==> config.mk <==
export PLATFORM = sky130hd
export DESIGN_NAME = opt_step_sequencer_flat
export DESIGN_NICKNAME = d
export VERILOG_FILES = /design/src/rtl/opt_step_sequencer_pkg.sv /design/src/rtl/opt_step_sequencer_if.sv /design/src/rtl/opt_step_sequencer_rom.sv /design/src/rtl/opt_step_sequencer.sv /design/src/flat_wrapper.sv
export SDC_FILE = /design/constraint.sdc
export NUM_CORES = 1
export LEC_CHECK = 0
export ABC_AREA = 1
export BUFFER_PORTS_ARGS = -buffer_cell sky130_fd_sc_hd__buf_2
export CAP_MARGIN = 20
export CORE_MARGIN = 2
export CORE_UTILIZATION = 49
export CTS_CLUSTER_DIAMETER = 100
export DETAILED_ROUTE_END_ITERATION = 8
export GPL_ROUTABILITY_DRIVEN = 1
export GPL_TIMING_DRIVEN = 0
export PLACE_DENSITY = 0.77
export REMOVE_ABC_BUFFERS = 1
export SLEW_MARGIN = 0
export SYNTH_ARGS = -nofsm -noshare
export SYNTH_HDL_FRONTEND = slang
export SYNTH_SLANG_ARGS = --single-unit
==> constraint.sdc <==
create_clock -name clk -period 2.3 [get_ports clk]
set_clock_uncertainty 0.2 [all_clocks]
set_input_delay 0.23 -clock clk [delete_from_list [all_inputs] [get_ports clk]]
set_output_delay 0.23 -clock clk [all_outputs]
set_load 0.005 [all_outputs]
==> src/rtl/opt_step_sequencer_pkg.sv <==
// Shared types and constants for the opt step sequencer.
// Holds the move/command encodings, the step-ROM entry type, the FSM state
// enum and the move legality helper used by the sequencer.
package opt_step_sequencer_pkg;

   localparam int K_W           = 7;
   localparam int CITY_NUM_DFLT = 16;
   localparam int STEPS_TWO     = 5;
   localparam int STEPS_OR      = 7;
   localparam int STEP_W        = 3;

   typedef enum logic [1:0] {
      CMD_TWO = 2'd0,
      CMD_OR0 = 2'd1,
      CMD_OR1 = 2'd2,
      CMD_THR = 2'd3
   } opt_command_t;

   typedef struct packed {
      opt_command_t   command;
      logic [K_W-1:0] k;
      logic [K_W-1:0] l;
   } opt_t;

   // N = the city itself, M = predecessor, P = successor
   typedef enum logic [2:0] {
      SEL_KN = 3'd0,
      SEL_KM = 3'd1,
      SEL_KP = 3'd2,
      SEL_LN = 3'd3,
      SEL_LM = 3'd4,
      SEL_LP = 3'd5
   } distance_select_t;

   typedef enum logic [1:0] {
      OP_ZERO = 2'd0,
      OP_PLS  = 2'd1,
      OP_MNS  = 2'd2
   } distance_op_t;

   typedef struct packed {
      distance_select_t select;
      distance_op_t     op;
   } distance_command_t;

   typedef logic signed [20:0] delta_data_t;

   typedef struct packed {
      distance_select_t from;
      distance_select_t to;
      distance_op_t     op;
   } dist_step_t;

   typedef enum logic [2:0] {
      ST_IDLE  = 3'd0,
      ST_CHECK = 3'd1,
      ST_ISSUE = 3'd2,
      ST_WAIT  = 3'd3,
      ST_JUDGE = 3'd4,
      ST_EXCH  = 3'd5
   } opt_seq_state_t;

   function automatic dist_step_t mk_step(input distance_select_t from,
                                          input distance_select_t to,
                                          input distance_op_t op);
      dist_step_t s;
      s.from = from;
      s.to   = to;
      s.op   = op;
      return s;
   endfunction

   // A move is legal only when both positions are real cities and the
   // ordering constraint of its move type holds; THR is never legal.
   function automatic logic opt_is_legal(input opt_t opt, input int city_num);
      logic in_range;
      logic order_ok;
      in_range = (int'(opt.k) < city_num) && (int'(opt.l) < city_num);
      case (opt.command)
         CMD_TWO, CMD_OR0: order_ok = (opt.k < opt.l);
         CMD_OR1:          order_ok = (int'(opt.k) > (int'(opt.l) + 1));
         default:          order_ok = 1'b0;
      endcase
      return in_range && order_ok;
   endfunction

endpackage

==> src/rtl/opt_step_sequencer_if.sv <==
// Handshake bundle between the sequencer and its neighbours (move generator,
// distance datapath, Metropolis judge, exchange controller).
// master: the sequencer view.  slave: the environment view.
interface opt_step_sequencer_if;
   import opt_step_sequencer_pkg::*;

   logic              opt_valid;
   logic              opt_ready;
   opt_t              opt_in;
   logic              dist_valid;
   logic              dist_ready;
   distance_command_t dist_cmd;
   distance_select_t  dist_to;
   logic              delta_valid;
   delta_data_t       delta_in;
   logic              judge_valid;
   logic              judge_ready;
   delta_data_t       judge_delta;
   opt_t              judge_opt;
   logic              judge_illegal;
   logic              exch_req;
   logic              exch_done;

   modport master (
      input  opt_valid, opt_in, dist_ready, delta_valid, delta_in,
             judge_ready, exch_done,
      output opt_ready, dist_valid, dist_cmd, dist_to, judge_valid,
             judge_delta, judge_opt, judge_illegal, exch_req
   );

   modport slave (
      output opt_valid, opt_in, dist_ready, delta_valid, delta_in,
             judge_ready, exch_done,
      input  opt_ready, dist_valid, dist_cmd, dist_to, judge_valid,
             judge_delta, judge_opt, judge_illegal, exch_req
   );
endinterface

==> src/rtl/opt_step_sequencer_rom.sv <==
// opt_step_rom: combinational step table.
// Maps {move command, step index} to one distance step plus a last flag.
// Ports: command (in), idx (in), step (out), last (out).
module opt_step_rom
   import opt_step_sequencer_pkg::*;
(
   input  opt_command_t     command,
   input  logic [STEP_W-1:0] idx,
   output dist_step_t       step,
   output logic             last
);

   // Step lookup; unsupported commands yield a single accumulator clear.
   always_comb begin
      step = mk_step(SEL_KN, SEL_KN, OP_ZERO);
      last = 1'b1;
      case (command)
         CMD_TWO: begin
            last = (idx == STEP_W'(STEPS_TWO - 1));
            case (idx)
               3'd0:    step = mk_step(SEL_KN, SEL_KN, OP_ZERO);
               3'd1:    step = mk_step(SEL_KM, SEL_LN, OP_PLS);
               3'd2:    step = mk_step(SEL_KN, SEL_LP, OP_PLS);
               3'd3:    step = mk_step(SEL_KM, SEL_KN, OP_MNS);
               3'd4:    step = mk_step(SEL_LN, SEL_LP, OP_MNS);
               default: step = mk_step(SEL_KN, SEL_KN, OP_ZERO);
            endcase
         end
         CMD_OR0, CMD_OR1: begin
            last = (idx == STEP_W'(STEPS_OR - 1));
            case (idx)
               3'd0:    step = mk_step(SEL_KN, SEL_KN, OP_ZERO);
               3'd1:    step = mk_step(SEL_KM, SEL_KP, OP_PLS);
               3'd2:    step = mk_step(SEL_LN, SEL_KN, OP_PLS);
               3'd3:    step = mk_step(SEL_KN, SEL_LP, OP_PLS);
               3'd4:    step = mk_step(SEL_KM, SEL_KN, OP_MNS);
               3'd5:    step = mk_step(SEL_KN, SEL_KP, OP_MNS);
               3'd6:    step = mk_step(SEL_LN, SEL_LP, OP_MNS);
               default: step = mk_step(SEL_KN, SEL_KN, OP_ZERO);
            endcase
         end
         default: begin
            step = mk_step(SEL_KN, SEL_KN, OP_ZERO);
            last = 1'b1;
         end
      endcase
   end

endmodule

==> src/rtl/opt_step_sequencer.sv <==
// opt_step_sequencer: per-replica move controller.
// Accepts one move, checks legality, streams its distance-accumulate steps,
// collects the returned delta, hands it to the judge, and every
// OPT_PER_EXCH completed moves stalls for a replica-exchange phase.
// Ports: clk, reset (async, active-high), bus (opt_step_sequencer_if.master).
// Optional macro OPT_STEP_STATS_EN adds stat_moves, stat_illegal, stat_stall.
module opt_step_sequencer
   import opt_step_sequencer_pkg::*;
#(
   parameter int OPT_PER_EXCH = 1024,
   parameter int CNT_W        = $clog2(OPT_PER_EXCH + 1),
   parameter int CITY_NUM     = CITY_NUM_DFLT
) (
   input  logic                 clk,
   input  logic                 reset,
   opt_step_sequencer_if.master bus
`ifdef OPT_STEP_STATS_EN
   ,
   output logic [31:0]          stat_moves,
   output logic [31:0]          stat_illegal,
   output logic [31:0]          stat_stall
`endif
);

   opt_seq_state_t    state_r;
   opt_t              opt_r;
   logic [STEP_W-1:0] step_idx_r;
   logic              last_r;
   logic [CNT_W-1:0]  cnt_r;
   logic              opt_ready_r;
   logic              dist_valid_r;
   distance_command_t dist_cmd_r;
   distance_select_t  dist_to_r;
   logic              judge_valid_r;
   delta_data_t       judge_delta_r;
   logic              judge_illegal_r;
   logic              exch_req_r;

   logic [STEP_W-1:0] rom_idx_s;
   dist_step_t        rom_step_s;
   logic              rom_last_s;
   logic              legal_s;
   logic              dist_fire_s;
   logic              judge_fire_s;
   logic [CNT_W-1:0]  cnt_next_s;

   // ROM is addressed one step ahead so the next step can be registered on
   // the completing handshake; CHECK preloads step 0.
   always_comb begin
      if (state_r == ST_ISSUE) begin
         rom_idx_s = step_idx_r + STEP_W'(1);
      end else begin
         rom_idx_s = '0;
      end
   end

   opt_step_rom u_rom (
      .command (opt_r.command),
      .idx     (rom_idx_s),
      .step    (rom_step_s),
      .last    (rom_last_s)
   );

   assign legal_s      = opt_is_legal(opt_r, CITY_NUM);
   assign dist_fire_s  = dist_valid_r && bus.dist_ready;
   assign judge_fire_s = judge_valid_r && bus.judge_ready;
   assign cnt_next_s   = cnt_r + CNT_W'(1);

   // Main sequencer FSM with registered outputs.
   always_ff @(posedge clk or posedge reset) begin
      if (reset) begin
         state_r         <= ST_IDLE;
         opt_r           <= '0;
         step_idx_r      <= '0;
         last_r          <= 1'b0;
         cnt_r           <= '0;
         opt_ready_r     <= 1'b0;
         dist_valid_r    <= 1'b0;
         dist_cmd_r      <= '0;
         dist_to_r       <= SEL_KN;
         judge_valid_r   <= 1'b0;
         judge_delta_r   <= '0;
         judge_illegal_r <= 1'b0;
         exch_req_r      <= 1'b0;
      end else begin
         case (state_r)
            ST_IDLE: begin
               if (bus.opt_valid && opt_ready_r) begin
                  opt_r       <= bus.opt_in;
                  opt_ready_r <= 1'b0;
                  state_r     <= ST_CHECK;
               end else begin
                  opt_ready_r <= 1'b1;
               end
            end
            ST_CHECK: begin
               step_idx_r <= '0;
               if (legal_s) begin
                  dist_valid_r      <= 1'b1;
                  dist_cmd_r.select <= rom_step_s.from;
                  dist_cmd_r.op     <= rom_step_s.op;
                  dist_to_r         <= rom_step_s.to;
                  last_r            <= rom_last_s;
                  state_r           <= ST_ISSUE;
               end else begin
                  judge_valid_r   <= 1'b1;
                  judge_delta_r   <= '0;
                  judge_illegal_r <= 1'b1;
                  state_r         <= ST_JUDGE;
               end
            end
            ST_ISSUE: begin
               // Outputs only change on a completed step, so they stay
               // stable while the datapath stalls.
               if (dist_fire_s) begin
                  if (last_r) begin
                     dist_valid_r <= 1'b0;
                     state_r      <= ST_WAIT;
                  end else begin
                     step_idx_r        <= step_idx_r + STEP_W'(1);
                     dist_cmd_r.select <= rom_step_s.from;
                     dist_cmd_r.op     <= rom_step_s.op;
                     dist_to_r         <= rom_step_s.to;
                     last_r            <= rom_last_s;
                  end
               end else begin
                  state_r <= ST_ISSUE;
               end
            end
            ST_WAIT: begin
               if (bus.delta_valid) begin
                  judge_delta_r   <= bus.delta_in;
                  judge_illegal_r <= 1'b0;
                  judge_valid_r   <= 1'b1;
                  state_r         <= ST_JUDGE;
               end else begin
                  state_r <= ST_WAIT;
               end
            end
            ST_JUDGE: begin
               if (judge_fire_s) begin
                  judge_valid_r   <= 1'b0;
                  judge_illegal_r <= 1'b0;
                  cnt_r           <= cnt_next_s;
                  if (cnt_next_s == CNT_W'(OPT_PER_EXCH)) begin
                     exch_req_r <= 1'b1;
                     state_r    <= ST_EXCH;
                  end else begin
                     opt_ready_r <= 1'b1;
                     state_r     <= ST_IDLE;
                  end
               end else begin
                  state_r <= ST_JUDGE;
               end
            end
            ST_EXCH: begin
               if (bus.exch_done) begin
                  exch_req_r  <= 1'b0;
                  cnt_r       <= '0;
                  opt_ready_r <= 1'b1;
                  state_r     <= ST_IDLE;
               end else begin
                  state_r <= ST_EXCH;
               end
            end
            default: begin
               state_r       <= ST_IDLE;
               dist_valid_r  <= 1'b0;
               judge_valid_r <= 1'b0;
               exch_req_r    <= 1'b0;
               opt_ready_r   <= 1'b0;
            end
         endcase
      end
   end

   assign bus.opt_ready     = opt_ready_r;
   assign bus.dist_valid    = dist_valid_r;
   assign bus.dist_cmd      = dist_cmd_r;
   assign bus.dist_to       = dist_to_r;
   assign bus.judge_valid   = judge_valid_r;
   assign bus.judge_delta   = judge_delta_r;
   assign bus.judge_opt     = opt_r;
   assign bus.judge_illegal = judge_illegal_r;
   assign bus.exch_req      = exch_req_r;

`ifdef OPT_STEP_STATS_EN
   logic [31:0] stat_moves_r;
   logic [31:0] stat_illegal_r;
   logic [31:0] stat_stall_r;

   // Saturating activity counters, cleared only by reset.
   always_ff @(posedge clk or posedge reset) begin
      if (reset) begin
         stat_moves_r   <= 32'd0;
         stat_illegal_r <= 32'd0;
         stat_stall_r   <= 32'd0;
      end else begin
         if (judge_fire_s && (stat_moves_r != 32'hFFFF_FFFF)) begin
            stat_moves_r <= stat_moves_r + 32'd1;
         end
         if (judge_fire_s && judge_illegal_r && (stat_illegal_r != 32'hFFFF_FFFF)) begin
            stat_illegal_r <= stat_illegal_r + 32'd1;
         end
         if ((state_r == ST_ISSUE) && dist_valid_r && !bus.dist_ready &&
             (stat_stall_r != 32'hFFFF_FFFF)) begin
            stat_stall_r <= stat_stall_r + 32'd1;
         end
      end
   end

   assign stat_moves   = stat_moves_r;
   assign stat_illegal = stat_illegal_r;
   assign stat_stall   = stat_stall_r;
`endif

endmodule

==> src/flat_wrapper.sv <==
// flat-port wrapper written by rule: the top's interface ports become plain ports
module opt_step_sequencer_flat import opt_step_sequencer_pkg::*;
#(
   parameter int OPT_PER_EXCH = 1024,
   parameter int CNT_W        = $clog2(OPT_PER_EXCH + 1),
   parameter int CITY_NUM     = CITY_NUM_DFLT
)
  (clk, reset, bus_opt_valid, bus_opt_in, bus_dist_ready, bus_delta_valid, bus_delta_in, bus_judge_ready, bus_exch_done, bus_opt_ready, bus_dist_valid, bus_dist_cmd, bus_dist_to, bus_judge_valid, bus_judge_delta, bus_judge_opt, bus_judge_illegal, bus_exch_req);
  opt_step_sequencer_if bus_i ();
  input  logic clk;
  input  logic reset;
  input wire logic [$bits(bus_i.opt_valid)-1:0] bus_opt_valid;
  input wire logic [$bits(bus_i.opt_in)-1:0] bus_opt_in;
  input wire logic [$bits(bus_i.dist_ready)-1:0] bus_dist_ready;
  input wire logic [$bits(bus_i.delta_valid)-1:0] bus_delta_valid;
  input wire logic [$bits(bus_i.delta_in)-1:0] bus_delta_in;
  input wire logic [$bits(bus_i.judge_ready)-1:0] bus_judge_ready;
  input wire logic [$bits(bus_i.exch_done)-1:0] bus_exch_done;
  output wire logic [$bits(bus_i.opt_ready)-1:0] bus_opt_ready;
  output wire logic [$bits(bus_i.dist_valid)-1:0] bus_dist_valid;
  output wire logic [$bits(bus_i.dist_cmd)-1:0] bus_dist_cmd;
  output wire logic [$bits(bus_i.dist_to)-1:0] bus_dist_to;
  output wire logic [$bits(bus_i.judge_valid)-1:0] bus_judge_valid;
  output wire logic [$bits(bus_i.judge_delta)-1:0] bus_judge_delta;
  output wire logic [$bits(bus_i.judge_opt)-1:0] bus_judge_opt;
  output wire logic [$bits(bus_i.judge_illegal)-1:0] bus_judge_illegal;
  output wire logic [$bits(bus_i.exch_req)-1:0] bus_exch_req;
  assign bus_i.opt_valid = bus_opt_valid;
  assign bus_i.opt_in = bus_opt_in;
  assign bus_i.dist_ready = bus_dist_ready;
  assign bus_i.delta_valid = bus_delta_valid;
  assign bus_i.delta_in = bus_delta_in;
  assign bus_i.judge_ready = bus_judge_ready;
  assign bus_i.exch_done = bus_exch_done;
  assign bus_opt_ready = bus_i.opt_ready;
  assign bus_dist_valid = bus_i.dist_valid;
  assign bus_dist_cmd = bus_i.dist_cmd;
  assign bus_dist_to = bus_i.dist_to;
  assign bus_judge_valid = bus_i.judge_valid;
  assign bus_judge_delta = bus_i.judge_delta;
  assign bus_judge_opt = bus_i.judge_opt;
  assign bus_judge_illegal = bus_i.judge_illegal;
  assign bus_exch_req = bus_i.exch_req;
  opt_step_sequencer #(.OPT_PER_EXCH(OPT_PER_EXCH), .CNT_W(CNT_W), .CITY_NUM(CITY_NUM)) u_core (.clk(clk), .reset(reset), .bus(bus_i));
endmodule
==> impl_metrics.json <==
{
  "p_per_area_nw_per_um2": 1060,
  "drive_above_1_share_pct": 32.0,
  "yosys_warnings": 0,
  "grt_util_met3_pct": 5.30,
  "layout_commonest_cell": "nand2_1",
  "min_path_type": "primary input to flop",
  "cpPeakStageDelay_ns": 0.37,
  "synth_top_area_share_pct": 42.5,
  "final-max-slew-violation-count": 0,
  "synth_area_um2": 3950,
  "root_buffer": "clkbuf_8",
  "synth_edf_count": 0,
  "port_buffers": 92,
  "ys_seq_area_share_pct": 42.5,
  "reg2reg_from": "u_core.bus.judge_opt[1]",
  "slowest_stage": "dfrtp_1",
  "p_sw_share_pct": 43.4,
  "cp_cell_sequence": "ha_2, nand2_2, nor2_4, nand3_2, xor2_1, ha_1, a21oi_2, o21a_1, nand2_1, nand2_2, nand2_4, nand3_4, nand3_4, nand2_1, nand2_1",
  "timing.critical_path.to_type": "flop",
  "busiest_layer": "met2",
  "synth_top_cell_by_area": "dfrtp_1",
  "cts_tree": "done",
  "cp_max_fo": 7,
  "ir_drop_v": 0.000808,
  "grt_max_degree": 41,
  "ys_ff_latch": 67,
  "crit_family": "simple AND/OR/NAND/NOR gates",
  "wl_per_cell_um": 15.2,
  "critPathLaunchType": "flop",
  "cts_buffer_depth": 2,
  "cap_viol_max_count": 0,
  "holdWs_ns": 0.106,
  "critPathKind": "flop to flop",
  "p_leak_nw": 2.84,
  "antenna_found_initial": 0,
  "worstMarginPinSlew_ns": 0.850,
  "holdCritStartpoint": "bus_exch_done",
  "post_dp_cell_area_um2": 4470,
  "vias": 4098,
  "clk_latency_ns": 0.35,
  "ys.flop_type": "dfrtp_1",
  "numCtsBuffers": 9,
  "cp_num_buf_inv": 0,
  "viasPerCell": 5.48,
  "ant_nets": 0,
  "hold_violations": 0,
  "outcome": "complete, but fails checks",
  "rsz0062_at_grt": "yes",
  "stdcell_area_um2": 5420,
  "netlist_instances": 502,
  "grt_pass1_vias": 4030,
  "setup_viol_count_final": 34,
  "final_nets": 706,
  "overflow": 0,
  "drt-pass1-iter-count": 5,
  "fp.dieH_um": 93.8,
  "cp-startpoint": "u_core.bus.judge_opt[1]",
  "grt_pass1_wl_um": 18100,
  "combPwrFrac_pct": 47.6,
  "violations": "negative setup slack",
  "finalWorstSetupSlack_ns": -0.349,
  "gp_congestion": 0.863,
  "synth_cell_types": 37,
  "met1_usage_pct": 29.3,
  "area_delta_synth_final_pct": 37.3,
  "start_util_pct": 50.8,
  "fmax_mhz": 378,
  "final_cell_mix": "99 x nand2_1, 92 x buf_2, 65 x dfrtp_1",
  "drt_iter0_drc": 240,
  "p_int_mw": 3.26,
  "coreArea_um2": 7770,
  "grtUsageTotal_pct": 26.2,
  "async_flop_share_pct": 100,
  "syn_area_per_cell_um2": 7.87,
  "rows": 32,
  "relSlewSlack_pct": 43.3,
  "crit_required_ns": 2.34,
  "drc": 0,
  "wl_um": 11400,
  "fin_util_pct": 69.8,
  "min_period_over_period_pct": 115,
  "finalCriticalPeriod_ns": 2.65,
  "ys_top_cells_by_area": "dfrtp_1 42%, nand2_1 13%, ha_1 7.3%, nand4_1 5.4%, nand3_1 4.7%",
  "die_area_um2": 8790,
  "cts_num_sinks": 67,
  "die_w_um": 93.8,
  "finalPower_mw": 5.76,
  "cpMostUsedCell": "nand2_1",
  "worstPathArrival_ns": 2.69,
  "cts_htree_levels": 3,
  "grtUsageMet2_pct": 45.5,
  "io_pins": 94,
  "preCtsSetupSlack_ns": -0.739,
  "power.switching_mw": 2.50,
  "dpl.hpwl_um": 6780,
  "clk_pin_slew_worst_paths_ns": 0.08,
  "power_frac_clock_pct": 21.7,
  "seq_power_share_pct": 30.7
}
-- what timing repair did --
| item | in CTS | in global routing |
|---|---|---|
| gates resized for setup | 17 | 50 |
| cloned | 4 | 1 |
| hold buffers | 38 | 0 |
| setup buffers | 4 | 3 |
| setup endpoints to repair | 50 | 42 |
| hold endpoints to repair | 76 | 0 |
| pin swaps | 3 | 9 |
-- cells by family after synthesis --
kind of cell | after synthesis | share of synthesized area, %
and+or+nand+nor | 276 | 32.2
buffers and inverters | 69 | 7.29
DFF | 67 | 42.5
AOI/OAI and AO/OA | 55 | 7.89
adders and majority gates | 23 | 7.29
xor gates and xnor gates | 6 | 1.33
muxes | 5 | 1.43
other | 1 | 0.0950
-- metal layers --
layer	share of wire [%]	up-vias
met2	52	158
met5	0	-
met4	4.1	0
met1	38	1946
met3	5.2	43
li1	-	1951
-- metrics by stage --
stage / TNS, ns / std cells
after floorplan: -8.92 / 486
after global placement: -63.92 / 680
after detailed placement: -25.34 / 681
after CTS: -8.69 / 743
after global routing: -15.07 / 746
final: -9.98 / 748
-- path summary, 6_finish.rpt --
path	slack, ns	cells past startpoint	end
max in group asynchronous	0.84	4	u_core.state_r[1]
worst max-delay path	-0.35	15	u_core.bus.judge_delta[15]
worst min-delay path	0.11	5	u_core.bus.opt_ready
min in group asynchronous	0.40	3	u_core.bus.judge_delta[17]
worst min register to register	0.28	2	u_core.bus.judge_illegal
worst max register to register	-0.35	15	u_core.bus.judge_delta[15]
-- flip-flops by register name (all words and copies together), names as in the netlist --
name	flops
u_core.bus.dist_valid	1
u_core.bus.judge_delta	21
u_core.bus.opt_ready	1
u_core.bus.judge_illegal	1
u_core.bus.judge_valid	1
u_core.bus.dist_cmd	4
u_core.bus.judge_opt	16
u_core.step_idx_r	3
u_core.last_r	1
u_core.bus.exch_req	1
u_core.bus.dist_to	3
u_core.cnt_r	11
u_core.state_r	3
-- tightest hold or removal path: stages --
cell	delay [ns]
buf_2	0.11
nor2_2	0.06
inv_1	0.06
nand4_1	0.08
nand2_1	0.08
-- synth_stat cells (2+ instances only) --
library cell,n
mux2_2,5
clkbuf_1,6
nand2_4,3
buf_4,3
o21a_1,2
o22ai_1,8
nor2_2,7
nor2_4,3
dfrtp_1,67
ha_1,23
a22o_1,2
nand2_2,3
inv_1,43
nand3_2,2
nor3_1,4
xor2_1,4
nor2_1,39
a21oi_1,25
inv_2,9
nand3_1,37
xnor2_1,2
o21ai_0,13
nand4_1,34
nand2_1,140
buf_2,6
-- layout make-up --
| class | instances | area [um2] |
|---|---|---|
| well taps | 102 | 128 |
| clock inverters | 7 | 125 |
| flip-flops and latches | 67 | 1680 |
| inverters | 53 | 201 |
| clock buffers | 9 | 124 |
| diodes | 2 | 5.00 |
| fillers | 587 | 2350 |
| repair buffers | 137 | 910 |
| multi-input cells | 371 | 2250 |
-- power by group through the flow --
stage          sequential, mW  clock [mW]  combinational (mW)
5_1_grt                  1.81        1.30                3.06
6_report                 1.77        1.25                2.74
2_1_floorplan            1.73           0                1.60
3_3_place_gp             1.76           0                2.13
4_1_cts                  1.75        1.25                2.46
3_5_place_dp             1.78           0                2.21
Note: power is estimated with default switching activity, not from simulation.
